$ cat src/rtl/vga_sync_decoder.sv
// Receive-side VGA timing recovery: rebuilds pixel coordinates from the active-low
// sync pair and tracks lock against the configured line and frame totals.
module vga_sync_decoder #(
  parameter int H_VISIBLE    = 640,
  parameter int H_SYNC_START = 656,
  parameter int H_TOTAL      = 800,
  parameter int V_VISIBLE    = 480,
  parameter int V_SYNC_START = 490,
  parameter int V_TOTAL      = 525,
  parameter int LOCK_FRAMES  = 2
) (
  input  logic       i_clk,
  input  logic       i_rst_n,
  input  logic       i_h_sync,
  input  logic       i_v_sync,
  output logic [9:0] o_coord_x,
  output logic [9:0] o_coord_y,
  output logic       o_visible,
  output logic       o_frame_start,
  output logic       o_locked,
  output logic       o_error
);
  typedef enum logic [1:0] {SEARCH, VERIFY, LOCKED} state_e;

  localparam logic [9:0]  X_LAST    = 10'(H_TOTAL - 1);
  localparam logic [9:0]  X_SYNC    = 10'(H_SYNC_START);
  localparam logic [9:0]  X_VIS     = 10'(H_VISIBLE);
  localparam logic [9:0]  Y_LAST    = 10'(V_TOTAL - 1);
  localparam logic [9:0]  Y_SYNC    = 10'(V_SYNC_START);
  localparam logic [9:0]  Y_VIS     = 10'(V_VISIBLE);
  localparam logic [9:0]  LC_TOTAL  = 10'(V_TOTAL);
  localparam logic [9:0]  LC_MAX    = 10'h3FF;
  localparam logic [10:0] LP_GOOD   = 11'(H_TOTAL - 1);
  localparam logic [10:0] LP_MAX    = 11'(2 * H_TOTAL);
  localparam logic [2:0]  GOOD_LOCK = 3'(LOCK_FRAMES);

  logic        h_q, v_q;
  logic [9:0]  x_q, x_d, y_q, y_d;
  logic [10:0] lp_q, lp_d;
  logic [9:0]  lc_q, lc_d;
  logic        h_seen_q, h_seen_d;
  state_e      state_q, state_d;
  logic [2:0]  good_q, good_d;
  logic        bad_q, bad_d;
  logic        locked_q, locked_d;
  logic        visible_q, visible_d;
  logic        frame_start_q, frame_start_d;
  logic        error_q, error_d;
  logic        hs_edge, vs_edge, x_wrap, hperr, vperr, timeout;

  always_comb begin
    hs_edge  = h_q & ~i_h_sync;
    vs_edge  = v_q & ~i_v_sync;
    x_wrap   = !hs_edge && (x_q == X_LAST);

    x_d = x_q + 10'd1;
    if (hs_edge)     x_d = X_SYNC;
    else if (x_wrap) x_d = '0;

    y_d = y_q;
    if (vs_edge)     y_d = Y_SYNC;
    else if (x_wrap) y_d = (y_q == Y_LAST) ? '0 : y_q + 10'd1;

    lp_d = lp_q;
    if (hs_edge)             lp_d = '0;
    else if (lp_q != LP_MAX) lp_d = lp_q + 11'd1;

    timeout = !hs_edge && (lp_q == LP_MAX);
    hperr   = hs_edge && h_seen_q && (lp_q != LP_GOOD);

    h_seen_d = h_seen_q;
    if (hs_edge)      h_seen_d = 1'b1;
    else if (timeout) h_seen_d = 1'b0;

    // Line count is judged on its pre-clear value when both edges coincide.
    vperr = vs_edge && (lc_q != LC_TOTAL);
    lc_d  = lc_q;
    if (vs_edge)                      lc_d = '0;
    else if (hs_edge && lc_q != LC_MAX) lc_d = lc_q + 10'd1;
  end

  always_comb begin
    state_d = state_q;
    good_d  = good_q;
    bad_d   = bad_q;
    error_d = 1'b0;
    case (state_q)
      SEARCH: begin
        if (vs_edge) begin
          state_d = VERIFY;
          good_d  = '0;
          bad_d   = 1'b0;
        end
      end
      VERIFY: begin
        if (timeout) begin
          state_d = SEARCH;
        end else if (vs_edge) begin
          if (bad_q || hperr || vperr) begin
            good_d = '0;
            bad_d  = 1'b0;
          end else begin
            good_d = good_q + 3'd1;
            if (good_d == GOOD_LOCK) state_d = LOCKED;
          end
        end else if (hperr) begin
          bad_d = 1'b1;
        end
      end
      LOCKED: begin
        if (hperr || vperr || timeout) begin
          state_d = SEARCH;
          error_d = 1'b1;
        end
      end
      default: state_d = SEARCH;
    endcase

    locked_d      = (state_d == LOCKED);
    visible_d     = locked_d && (x_d < X_VIS) && (y_d < Y_VIS);
    frame_start_d = locked_d && (x_d == '0) && (y_d == '0);
  end

  always_ff @(posedge i_clk or negedge i_rst_n) begin
    if (!i_rst_n) begin
      state_q <= SEARCH;
      good_q  <= '0;
      bad_q   <= 1'b0;
    end else begin
      state_q <= state_d;
      good_q  <= good_d;
      bad_q   <= bad_d;
    end
  end

  always_ff @(posedge i_clk or negedge i_rst_n) begin
    if (!i_rst_n) begin
      h_q           <= 1'b1;
      v_q           <= 1'b1;
      x_q           <= '0;
      y_q           <= '0;
      lp_q          <= '0;
      lc_q          <= '0;
      h_seen_q      <= 1'b0;
      locked_q      <= 1'b0;
      visible_q     <= 1'b0;
      frame_start_q <= 1'b0;
      error_q       <= 1'b0;
    end else begin
      h_q           <= i_h_sync;
      v_q           <= i_v_sync;
      x_q           <= x_d;
      y_q           <= y_d;
      lp_q          <= lp_d;
      lc_q          <= lc_d;
      h_seen_q      <= h_seen_d;
      locked_q      <= locked_d;
      visible_q     <= visible_d;
      frame_start_q <= frame_start_d;
      error_q       <= error_d;
    end
  end

  assign o_coord_x     = x_q;
  assign o_coord_y     = y_q;
  assign o_visible     = visible_q;
  assign o_frame_start = frame_start_q;
  assign o_locked      = locked_q;
  assign o_error       = error_q;
endmodule

$ cat config.mk
export PLATFORM = sky130hd
export DESIGN_NAME = vga_sync_decoder
export DESIGN_NICKNAME = d
export VERILOG_FILES = /design/src/rtl/vga_sync_decoder.sv
export SDC_FILE = /design/constraint.sdc
export NUM_CORES = 1
export LEC_CHECK = 0
export ABC_AREA = 1
export BUFFER_PORTS_ARGS = -buffer_cell sky130_fd_sc_hd__buf_4
export CELL_PAD_IN_SITES_DETAIL_PLACEMENT = 0
export CELL_PAD_IN_SITES_GLOBAL_PLACEMENT = 1
export CORE_MARGIN = 5
export CORE_UTILIZATION = 41
export CTS_CLUSTER_DIAMETER = 30
export CTS_CLUSTER_SIZE = 8
export DETAILED_ROUTE_END_ITERATION = 10
export PLACE_DENSITY = 0.84
export SLEW_MARGIN = 10
export SYNTH_ARGS = -nofsm -noshare
export SYNTH_HDL_FRONTEND = slang
export SYNTH_SLANG_ARGS = --single-unit
$ cat constraint.sdc
create_clock -name i_clk -period 4.1 [get_ports i_clk]
set_input_delay 0.82 -clock i_clk [delete_from_list [all_inputs] [get_ports i_clk]]
set_output_delay 0.82 -clock i_clk [all_outputs]
set_load 0.1 [all_outputs]
Word-level counts from Yosys, hierarchy flattened. Cells that the tools add are included.

$add $sub $neg: 5. Multiply operators: 0. Divide/modulo/power cells: 0. Magnitude comparators: 2. Eq/ne operators: 16. Shift-type cells: 0. Multiplexer cells: 31. Bitwise operators: 4. Reduce and logical (&&, ||, !) cells: 24.

Operator list (number): $mux W10 (7); $add A10 B1 Y10 const B (3); $mux W11 (2); $eq A10 B10 Y1 const B (2); $logic_not A10 Y1 (2); $ne A10 B10 Y1 const B (2); $mux W2 (6); $mux W3 (4); $add A11 B1 Y11 const B (1); $eq A11 B11 Y1 const B (1); $ne A11 B10 Y1 const B (1); $ne A11 B11 Y1 const B (1); $logic_and A1 B1 Y1 (10); $lt A10 B10 Y1 const B (1); $lt A10 B9 Y1 const B (1); $mux W1 (9); $reduce_bool A2 Y1 (4); $ne A2 B2 Y1 const B (3); $ne A3 B3 Y1 const B (2); $pmux W2 S3 (1); $pmux W3 S2 (1); $reduce_and A5 Y1 (1); $eq A2 B2 Y1 const B (2); $logic_or A1 B1 Y1 (4); other kinds (9) (11).

Register bits after elaboration: 54. Bits in latches: 0. Memory bits (writable): 0. Bits in read-only memories: 0. Logic and storage cells: 96. Memories: 0.

Logic depth before layout (Yosys ltp). Gate-level depths: netlist of the first run.

Depth in word-level cells: 13. Mapped depth: 13. Gate-level depth less buffers: 13.

Worst setup path before layout of the first run. No wires, ideal clock.

Path kind: register to register. Start: register x_q[0], in the netlist o_coord_x[0]. End: register frame_start_q, in the netlist o_frame_start. Arrival: 2319 ps. Setup slack: 1710 ps. Cell stages (with the launch flop): 12. Path buffers: 0. Period minus slack after synthesis: 2390 ps. Cells stage by stage: dfrtp_1 ha_1 nand2_2 nor2_8 nand2_4 nor2_8 nand3_2 nand2_1 nand3_1 nor2_1 nand3_1 nor2_1.

Cells in the longest elaborated chain, start to end: 7.

RTL lines: start, declared (RTL line 38) `logic [9:0] x_q, x_d, y_q, y_d;`; start signal, assigned (RTL line 140) `x_q <= '0;`; start signal, assigned (RTL line 152) `x_q <= x_d;`; parallel branches: the longest is 6 deep, another holds $add A10 B1 Y10; $logic_and A1 B1 Y1 (*) (RTL line 121) `frame_start_d = locked_d && (x_d == '0) && (y_d == '0);`; named net frame_start_d (RTL line 47) `logic frame_start_q, frame_start_d;`; end signal, assigned (RTL line 159) `frame_start_q <= frame_start_d;`; end, declared (RTL line 47).

Mark *: on every way through the listed nets, which the timed path passes. A chain may end at the register's enable or synchronous reset.

Final worst setup path of the first run.
Start: input i_v_sync. End: register lc_q[7].

Cells in the longest elaborated chain, start to end: 3.

RTL lines: start, declared (RTL line 15) `input logic i_v_sync,`; $not A1 Y1 (*) (RTL line 53) `vs_edge = v_q & ~i_v_sync;`; $and A1 B1 Y1 (*) (RTL line 53); $mux W10 / $reduce_bool A2 Y1 (equally long branches); end signal, assigned (RTL line 155) `lc_q <= lc_d;`; end, declared (RTL line 40) `logic [9:0] lc_q, lc_d;`.

Mark *: on every way between the ends. The rest lies on a longest branch, timed or not.

==> reports/qor.yml, run 1 <==
clock_network:
  clockRootBuffer: "clkbuf_8"
  h-tree-depth: 2
  cts_setup_buffers: 0
  path_clk_slew_ns: 0.09
  ctsHoldBuffers: 0
  cts_inserted_buffers: 5
  clk_latency_ns: 0.31
  cts_tree: "built"
  cts_buffer_depth: 2
  cts.sinks: 54
  cts_resized: 0
timing:
  tightest_slew_ns: 0.687
  hold_viol_final: 0
  relSlewSlack_pct: 54.2
  fin_crit_sh_pct: 54.4
  tns_ns: 0
  rsz0062_at_grt: "false"
  fmax_ghz: 0.448
  min_period_ns: 2.23
  finalSetupViolCount: 0
  drv_slew: 0
  fin_worst_hold_slack_ns: 0.514
  skew_ns: 0.00837
synth:
  syn_area_um2: 3180
  synth.mux.area_fraction_pct: 0
  synth_ff_type: "dfrtp_1"
  yosysTopAreaCellShare_pct: 40.9
  synth_edf_count: 0
  syn_area_per_cell_um2: 7.41
  synth_top_family_by_area: "simple AND/OR/NAND/NOR gates"
  synth.area.top_cells: "dfrtp_1 (41%), nand2_1 (13%), inv_1 (8.7%)"
  syn-instance-count: 430
  synth-compound-area-share_pct: 8.13
  yosys.area_share.simple_pct: 34.7
  synth-seq-cells: 54
  ys_types: 38
  synth.largest_area_cell: "dfrtp_1"
  async_flop_share_pct: 100
  yosys.area_share.adder_pct: 3.54
  synth_nets: 443
  synth-xor-area-share_pct: 1.10
  synth-seq-area-share_pct: 42.5
  yosysWarnings: 0
final_layout:
  mostFrequentLayoutCell: "nand2_1"
  final_area_um2: 3570
  syn2layout_area_growth_pct: 12.1
  fill_cells: 752
  fin_nets: 472
  antenna_cells: 0
  drive_gt1_share_pct: 13.5
  final_cell_mix: "nand2_1 (111), inv_1 (74), dfrtp_1 (52)"
  multi_input_area_um2: 1510
  regArea_um2: 1350
  layoutNonFillerInstCount: 562
global_routing:
  overflow: 0
  gr-usage-all-layers_pct: 14.0
  grt_pass1_wl_um: 11500
  grt_max_degree: 55
  antenna_found_initial: 0
  grt_pass1_vias: 2561
critical_path:
  cp_common_cell: "nand2_1"
  cpPeakStageDelay_ns: 0.40
  cp_data_required_time_ns: 4.34
  path_class: "input port to flop"
  crit_slowest_cell: "inv_1"
  end_kind: "flop"
  critPathMaxFanout: 21
  start_kind: "input port"
  path_delay_family: "simple AND/OR/NAND/NOR gates"
  crit_chain: "buf_4, nor2_2, inv_1, nand2_2, nand2_2, nor2_2, nand2_1, nand2_1, nand2_1, nor2_1"
  worst-path-buf-inv: 2
  arrival_ns: 2.47
routing:
  avgRoutedWirePerCell_um: 11.8
  drc: 0
  drtPass1Iterations: 4
  drtAntennaViolNets: 0
  num_vias: 2692
  vias_per_cell: 4.79
  routed_wl_um: 6660
  drt_iter0_markers: 115
power_and_ir_drop:
  p_leak_uw: 0.00195
  power_uw: 1290
  peakVddDrop_mv: 0.175
  power_density_nw_per_um2: 361
placed_design:
  gp_congestion: 0.809
  post_dp_cell_area_um2: 3480
  dpl.cell_count: 554
  io_buffer_count: 27
  place_hpwl_um: 4980
min_path:
  hold_path.class: "flop to flop"
flow_run:
  max_cap_violations: 0
floorplanning:
  start_util_pct: 41.6
  dieArea_um2: 9630
  core_area_um2: 7650
  ios: 28
  die_y_um: 98.1
  num_rows: 32
  chipWidth_um: 98.1
run_status:
  status: "finished clean"
[registers in the layout (all words and copies together), names as in the netlist, 2 cells and up]
| name | count |
|---|---|
| lc_q | 10 |
| o_coord_y | 10 |
| state_q | 2 |
| good_q | 3 |
| lp_q | 11 |
| o_coord_x | 10 |
[layer usage]
layer	part of all wire (%)	GRT usage (%)	wire length, µm
met1	49	18.7	3260
met2	47	23.6	3120
met3	2.8	2.50	184
met4	1.5	3.78	98
met5	0	0	0
[final timing paths]
check | slack [ns] | depth (start not counted) | end | start
max | 1.87 | 10 | lc_q[7] | i_v_sync
min | 0.51 | 1 | good_q[0] | good_q[0]
max reg2reg | 1.95 | 10 | lc_q[7] | v_q
min reg2reg | 0.51 | 1 | good_q[0] | good_q[0]
max in group asynchronous | 3.10 | 1 | o_coord_x[4] | i_rst_n
min in group asynchronous | 0.52 | 1 | lp_q[4] | i_rst_n
[cell type report]
| type | instances | area share (%) |
|---|---|---|
| flip-flops and latches | 54 | 37.9 |
| repair buffers | 27 | 5.68 |
| clock buffers | 5 | 1.93 |
| multi-input cells | 295 | 42.3 |
| well taps | 102 | 3.57 |
| inverters | 76 | 7.99 |
| clock inverters | 3 | 0.596 |
[metrics by stage]
stage               util, %  worst slack [ns]
finish                 46.7              1.87
global route           46.7              1.65
CTS                    46.7              1.89
detailed placement     45.5              1.56
floorplan                 -              1.71
global placement       45.5              1.64
[power by group]
part	leakage [µW]	internal (µW)	switching (µW)	total, µW
registers	0.000674	588	46.3	634
clock network	0.0000441	120	179	300
logic	0.00123	96.3	260	356
total	0.00195	804	485	1290
[cell families after synthesis]
kind of cell,count (synthesis)
and+or+nand+nor,238
AOI/OAI and AO/OA,44
buffers and inverters,81
adders and majority gates,9
DFF,54
xor gates and xnor gates,4
[Yosys cell counts, drive strengths merged (2+ instances only)]
master    n
xor2      4
o21bai    2
nand3    36
dfstp     2
nand4    11
ha        9
inv      75
o21ai    17
dfrtp    52
nand3b    3
a31o      2
nor3      9
nand2   119
a21oi    18
nor2     58
buf       4
[worst register-to-register path, stage by stage (launching register included)]
cell	delay, ns
dfstp_2	0.53
inv_1	0.04
nor2_2	0.30
inv_1	0.40
nand2_2	0.28
nand2_2	0.09
nor2_2	0.15
nand2_1	0.09
nand2_1	0.06
nand2_1	0.05
nor2_1	0.10
(Power assumes the default switching activity.)
==> run 2, diff against run 1 <==
--- a/config.mk
+++ b/config.mk
@@ -5,7 +5,7 @@
 export SDC_FILE = /design/constraint.sdc
 export NUM_CORES = 1
 export LEC_CHECK = 0
-export ABC_AREA = 1
+export ABC_AREA = 0
 export BUFFER_PORTS_ARGS = -buffer_cell sky130_fd_sc_hd__buf_4
 export CELL_PAD_IN_SITES_DETAIL_PLACEMENT = 0
 export CELL_PAD_IN_SITES_GLOBAL_PLACEMENT = 1
@@ -14,7 +14,7 @@
 export CTS_CLUSTER_DIAMETER = 30
 export CTS_CLUSTER_SIZE = 8
 export DETAILED_ROUTE_END_ITERATION = 10
-export PLACE_DENSITY = 0.84
+export PLACE_DENSITY = 0.81
 export SLEW_MARGIN = 10
 export SYNTH_ARGS = -nofsm -noshare
 export SYNTH_HDL_FRONTEND = slang
==> constraint.sdc (replaced) <==
create_clock -name i_clk -period 2.3 [get_ports i_clk]
set_input_delay 0.46 -clock i_clk [delete_from_list [all_inputs] [get_ports i_clk]]
set_output_delay 0.46 -clock i_clk [all_outputs]
set_load 0.1 [all_outputs]
==> reports/qor.yml, run 2 <==
timing:
  fin_crit_sh_pct: 96.5
  tns_ns: 0
  skew_ns: 0.00777
  tightest_slew_ns: 0.676
  worst_slack_ns: 0.0802
  rsz0062_at_grt: "false"
  relSlewSlack_pct: 55.0
  finalSetupViolCount: 0
  fin_worst_hold_slack_ns: 0.182
  hold_viol_final: 0
  drv_slew: 0
  min_period_ns: 2.22
  fmax_ghz: 0.450
clock_network:
  cts_inserted_buffers: 5
  h-tree-depth: 2
  cts_buffer_depth: 2
  cts_tree: "built"
  clk_latency_ns: 0.30
  ctsHoldBuffers: 0
  clockRootBuffer: "clkbuf_8"
  cts.sinks: 54
  path_clk_slew_ns: 0.09
synth:
  synth_most_common_cell: "dfrtp_1"
  syn-instance-count: 313
  syn_area_um2: 3020
  synth_nets: 326
  synth-compound-area-share_pct: 12.3
  ys_types: 60
  yosys.area_share.simple_pct: 24.8
  synth_edf_count: 0
  yosysTopAreaCellShare_pct: 43.1
  synth_ff_type: "dfrtp_1"
  synth.largest_area_cell: "dfrtp_1"
  synth-xor-area-share_pct: 9.00
  synth-seq-cells: 54
  yosysWarnings: 0
  synth-seq-area-share_pct: 44.9
  synth.mux.area_fraction_pct: 1.04
  synth_top_family_by_area: "simple AND/OR/NAND/NOR gates"
  synth.area.top_cells: "dfrtp_1 (43%), xor2_1 (4.9%), nor2_1 (4.6%)"
  syn_area_per_cell_um2: 9.64
  yosys.area_share.adder_pct: 3.73
  synth_common_cells: "dfrtp_1 (52), nor2_1 (37), nand2_1 (22), nand3_1 (22), xor2_1 (17)"
  async_flop_share_pct: 100
global_routing:
  grt_pass1_vias: 2341
  grt_max_degree: 55
  gr-usage-all-layers_pct: 15.0
  overflow: 0
  antenna_found_initial: 0
  grt_pass1_wl_um: 10800
final_layout:
  syn2layout_area_growth_pct: 17.9
  final_area_um2: 3560
  largest_reg_flops: 11
  mostFrequentLayoutCell: "buf_4"
  final_cell_mix: "buf_4 (45), nor2_1 (37), dfrtp_1 (34)"
  drive_gt1_share_pct: 26.8
  fin_nets: 363
  antenna_cells: 0
  regMostFlops: "lp_q"
critical_path:
  rrSetupSlack_ns: 0.08
  reg2reg_to: "good_q[2]"
  path_delay_family: "simple AND/OR/NAND/NOR gates"
  arrival_ns: 2.45
  reg2regPathDepth: 5
  crit_chain: "or3b_1, o311a_4, a21o_1, or4_4, o21ai_2"
  cp_data_required_time_ns: 2.53
  start_kind: "flop"
  path_class: "flop to flop"
  rr_startpoint: "lp_q[6]"
  crit_slowest_cell: "or4_4"
  end_kind: "flop"
  critPathMaxFanout: 6
  cpPeakStageDelay_ns: 0.55
  worst-path-buf-inv: 0
floorplanning:
  die_y_um: 95.8
  num_rows: 31
  dieArea_um2: 9180
  core_area_um2: 7210
  ios: 28
  chipWidth_um: 95.8
  start_util_pct: 41.8
min_path:
  hold_path.class: "input port to async pin"
placed_design:
  place_hpwl_um: 4810
  post_dp_cell_area_um2: 3430
  preCtsSetupSlack_ns: 0.0209
  io_buffer_count: 27
  gp_congestion: 0.804
routing:
  avgRoutedWirePerCell_um: 14.1
  drtAntennaViolNets: 0
  vias_per_cell: 5.26
  drtPass1Iterations: 4
  num_vias: 2365
  drc: 0
  drt_iter0_markers: 100
  routed_wl_um: 6350
flow_run:
  max_cap_violations: 0
power_and_ir_drop:
  power_density_nw_per_um2: 642
  p_leak_uw: 0.00145
  peakVddDrop_mv: 0.304
run_status:
  status: "finished clean"
==> run 2: cell count changes after synthesis, sizes merged, moves of 5 or more <==
cell,delta
nand2,-97
inv,-61
nor2,-21
nand3,-14
xnor2,+14
xor2,+13
a21oi,-9
clkbuf,+8
and2,+5
==> run 2: metrics by stage <==
stage / power (µW) / utilization [%] / cells
after CTS: 2300 / 48.6 / 446
after global placement: 1780 / 47.5 / 438
final: 2280 / 49.3 / 450
after global routing: 2440 / 49.3 / 450
after detailed placement: 1790 / 47.5 / 438
after floorplan: 1660 / - / 313
==> run 2: kinds of logic after synthesis <==
group	after synthesis
mux	3
xor+xnor	31
buf+inv	29
simple gates	137
fa+ha+maj	9
compound gates	50
flops	54
==> run 2: area by class of cell <==
class	instances	area, µm²
clock buffers	8	80.1
inverters	14	52.6
well taps	99	124
fillers	706	3660
multi-input cells	230	1570
flip-flops and latches	54	1390
repair buffers	45	338
==> run 2: repair_timing <==
action                                  in CTS  in global routing
setup buffers                                0                  4
endpoints found under the setup margin       0                  2
resized for setup                            0                  4
==> run 2: power by group <==
| part | switching (µW) | internal (µW) | leakage (µW) |
|---|---|---|---|
| Sequential | 132 | 1050 | 0.000657 |
| Combinational | 396 | 204 | 0.000752 |
| Clock | 281 | 217 | 0.0000395 |
| Total | 809 | 1470 | 0.00145 |
==> run 2: worst reg2reg max path, delay by kind of cell, from the launching register on <==
| family | cells | cell delay, ns |
|---|---|---|
| flops | 1 | 0.45 |
| simple gates | 2 | 0.97 |
| compound gates | 3 | 0.74 |
==> run 2: layer usage <==
layer / part of all wire [%] / GRT usage (%) / vias to the layer above
met2: 48 / 25.4 / 39
met5: 0 / 0 / -
met1: 47 / 19.2 / 1139
met4: 2.5 / 5.69 / 0
met3: 3.1 / 2.58 / 14
li1: - / - / 1173
==> run 2: how the worst max path moves through the flow <==
stage / startpoint / endpoint / slack [ns] / cells after the start
6_report: lp_q[6] / good_q[2] / 0.08 / 5
5_1_grt: good_q[0] / o_visible / 0.009 / 7
4_1_cts: o_coord_x[1] / o_frame_start / 0.002 / 7
3_5_place_dp: o_coord_x[1] / o_frame_start / 0.02 / 7
3_3_place_gp: o_coord_x[1] / o_frame_start / 0.09 / 7
2_1_floorplan: o_coord_y[8] / o_frame_start / 0.001 / 6
==> run 3, diff against run 2 <==
--- a/config.mk
+++ b/config.mk
@@ -15,6 +15,7 @@
 export CTS_CLUSTER_SIZE = 8
 export DETAILED_ROUTE_END_ITERATION = 10
 export PLACE_DENSITY = 0.81
+export SETUP_SLACK_MARGIN = 0.1
 export SLEW_MARGIN = 10
 export SYNTH_ARGS = -nofsm -noshare
 export SYNTH_HDL_FRONTEND = slang
==> constraint.sdc (replaced) <==
create_clock -name i_clk -period 2.3 [get_ports i_clk]
set_input_delay 0.46 -clock i_clk [delete_from_list [all_inputs] [get_ports i_clk]]
set_output_delay 0.46 -clock i_clk [all_outputs]
set_load 0.02 [all_outputs]
==> reports/qor.yml, run 3 (synthesized netlist as in run 2, its figures left out) <==
power_and_ir_drop:
  power_density_nw_per_um2: 627
  power_uw: 2340
  p_leak_uw: 0.00155
  peakVddDrop_mv: 0.305
critical_path:
  crit_start: "lp_q[10]"
  arrival_ns: 2.39
  critPathMaxFanout: 4
  start_kind: "flop"
  cp_data_required_time_ns: 2.55
  end_kind: "flop"
  rr_startpoint: "lp_q[10]"
  path_class: "flop to flop"
final_layout:
  final_cell_mix: "buf_4 (57), dfrtp_1 (49), nor2_1 (37)"
  fin_nets: 375
  fill_cells: 679
  layoutNonFillerInstCount: 462
  mostFrequentLayoutCell: "buf_4"
  syn2layout_area_growth_pct: 23.8
  largest_reg_flops: 11
  drive_gt1_share_pct: 28.7
  regMostFlops: "lp_q"
  fin_util_pct: 51.8
  antenna_cells: 0
min_path:
  hold_path.class: "input port to async pin"
clock_network:
  cts_tree: "built"
  path_clk_slew_ns: 0.11
  cts_inserted_buffers: 5
  clockRootBuffer: "clkbuf_8"
  cts.sinks: 54
  clk_latency_ns: 0.32
  cts_buffer_depth: 2
  ctsHoldBuffers: 0
  h-tree-depth: 2
placed_design:
  io_buffer_count: 27
  gp_congestion: 0.813
  place_hpwl_um: 4730
  preCtsSetupSlack_ns: 0.0434
  dpl.cell_count: 445
global_routing:
  grt_max_degree: 55
  antenna_found_initial: 0
  grt_pass1_wl_um: 10900
  gr-usage-all-layers_pct: 14.9
  overflow: 0
  grt_pass1_vias: 2277
timing:
  tns_ns: 0
  min_period_ns: 2.14
  drv_slew: 0
  relSlewSlack_pct: 53.5
  tightest_slew_ns: 0.698
  fin_crit_sh_pct: 93.0
  worst_slack_ns: 0.160
  rsz0062_at_grt: "false"
  skew_ns: 0.0108
  fmax_ghz: 0.467
  hold_viol_final: 0
  finalSetupViolCount: 0
flow_run:
  max_cap_violations: 0
floorplanning:
  dieArea_um2: 9180
  die_y_um: 95.8
  chipWidth_um: 95.8
  start_util_pct: 41.8
  ios: 28
  num_rows: 31
  core_area_um2: 7210
routing:
  avgRoutedWirePerCell_um: 14.5
  drt_iter0_markers: 113
  drtPass1Iterations: 4
  drtAntennaViolNets: 0
  routed_wl_um: 6700
  drc: 0
  vias_per_cell: 5.32
  num_vias: 2458
run_status:
  status: "finished clean"
-- run 3: power by group --
group,leakage (µW),total [µW],switching [µW],internal (µW)
sequential,0.000673,1140,102,1040
combinational,0.000814,520,281,238
clock,0.0000587,684,353,331
total,0.00155,2340,736,1610
-- run 3: critical path, stage by stage, from the launching register on --
cell and delay, ns:
dfrtp_1 0.41, or3b_1 0.38, o311a_4 0.41, a21o_1 0.20, or4_4 0.55, o21ai_2 0.13
-- run 3: path summary, 6_finish.rpt --
check / slack [ns] / cells past startpoint / endpoint
hold / removal: 0.18 / 1 / lp_q[0]
setup / recovery: 0.16 / 5 / good_q[2]
hold reg to reg: 0.53 / 2 / good_q[1]
setup reg to reg: 0.16 / 5 / good_q[2]
max in group asynchronous: 1.62 / 1 / o_coord_x[0]
min in group i_clk: 0.27 / 1 / v_q
-- run 3: layout make-up --
cell class	instances	area, µm²	area share (%)
Multi-Input combinational cell	230	1660	44.4
Sequential cell	54	1360	36.3
Timing Repair Buffer	57	428	11.5
Tap cell	99	124	3.32
Clock buffer	5	68.8	1.84
Inverter	14	52.6	1.41
Clock inverter	3	47.5	1.27
-- run 3: per-stage QoR --
step / cell area, µm² / hold slack [ns]
2_1_floorplan: 3030 / 0.164
3_3_place_gp: 3440 / 0.492
3_5_place_dp: 3440 / 0.506
4_1_cts: 3580 / 0.209
5_1_grt: 3740 / 0.240
6_report: 3740 / 0.178
-- run 3: per-layer routing --
metal	global-route usage, %	wire length (µm)
met1	21.1	3300
met5	0	0
met4	4.27	81
met3	3.52	254
met2	22.8	3070
-- run 3: repair_timing --
action                                  in CTS  in global routing
pin swaps                                    0                  6
buffers inserted                             2                  7
gates cloned                                 0                  0
resized for setup                            1                 19
endpoints found under the setup margin       3                  5
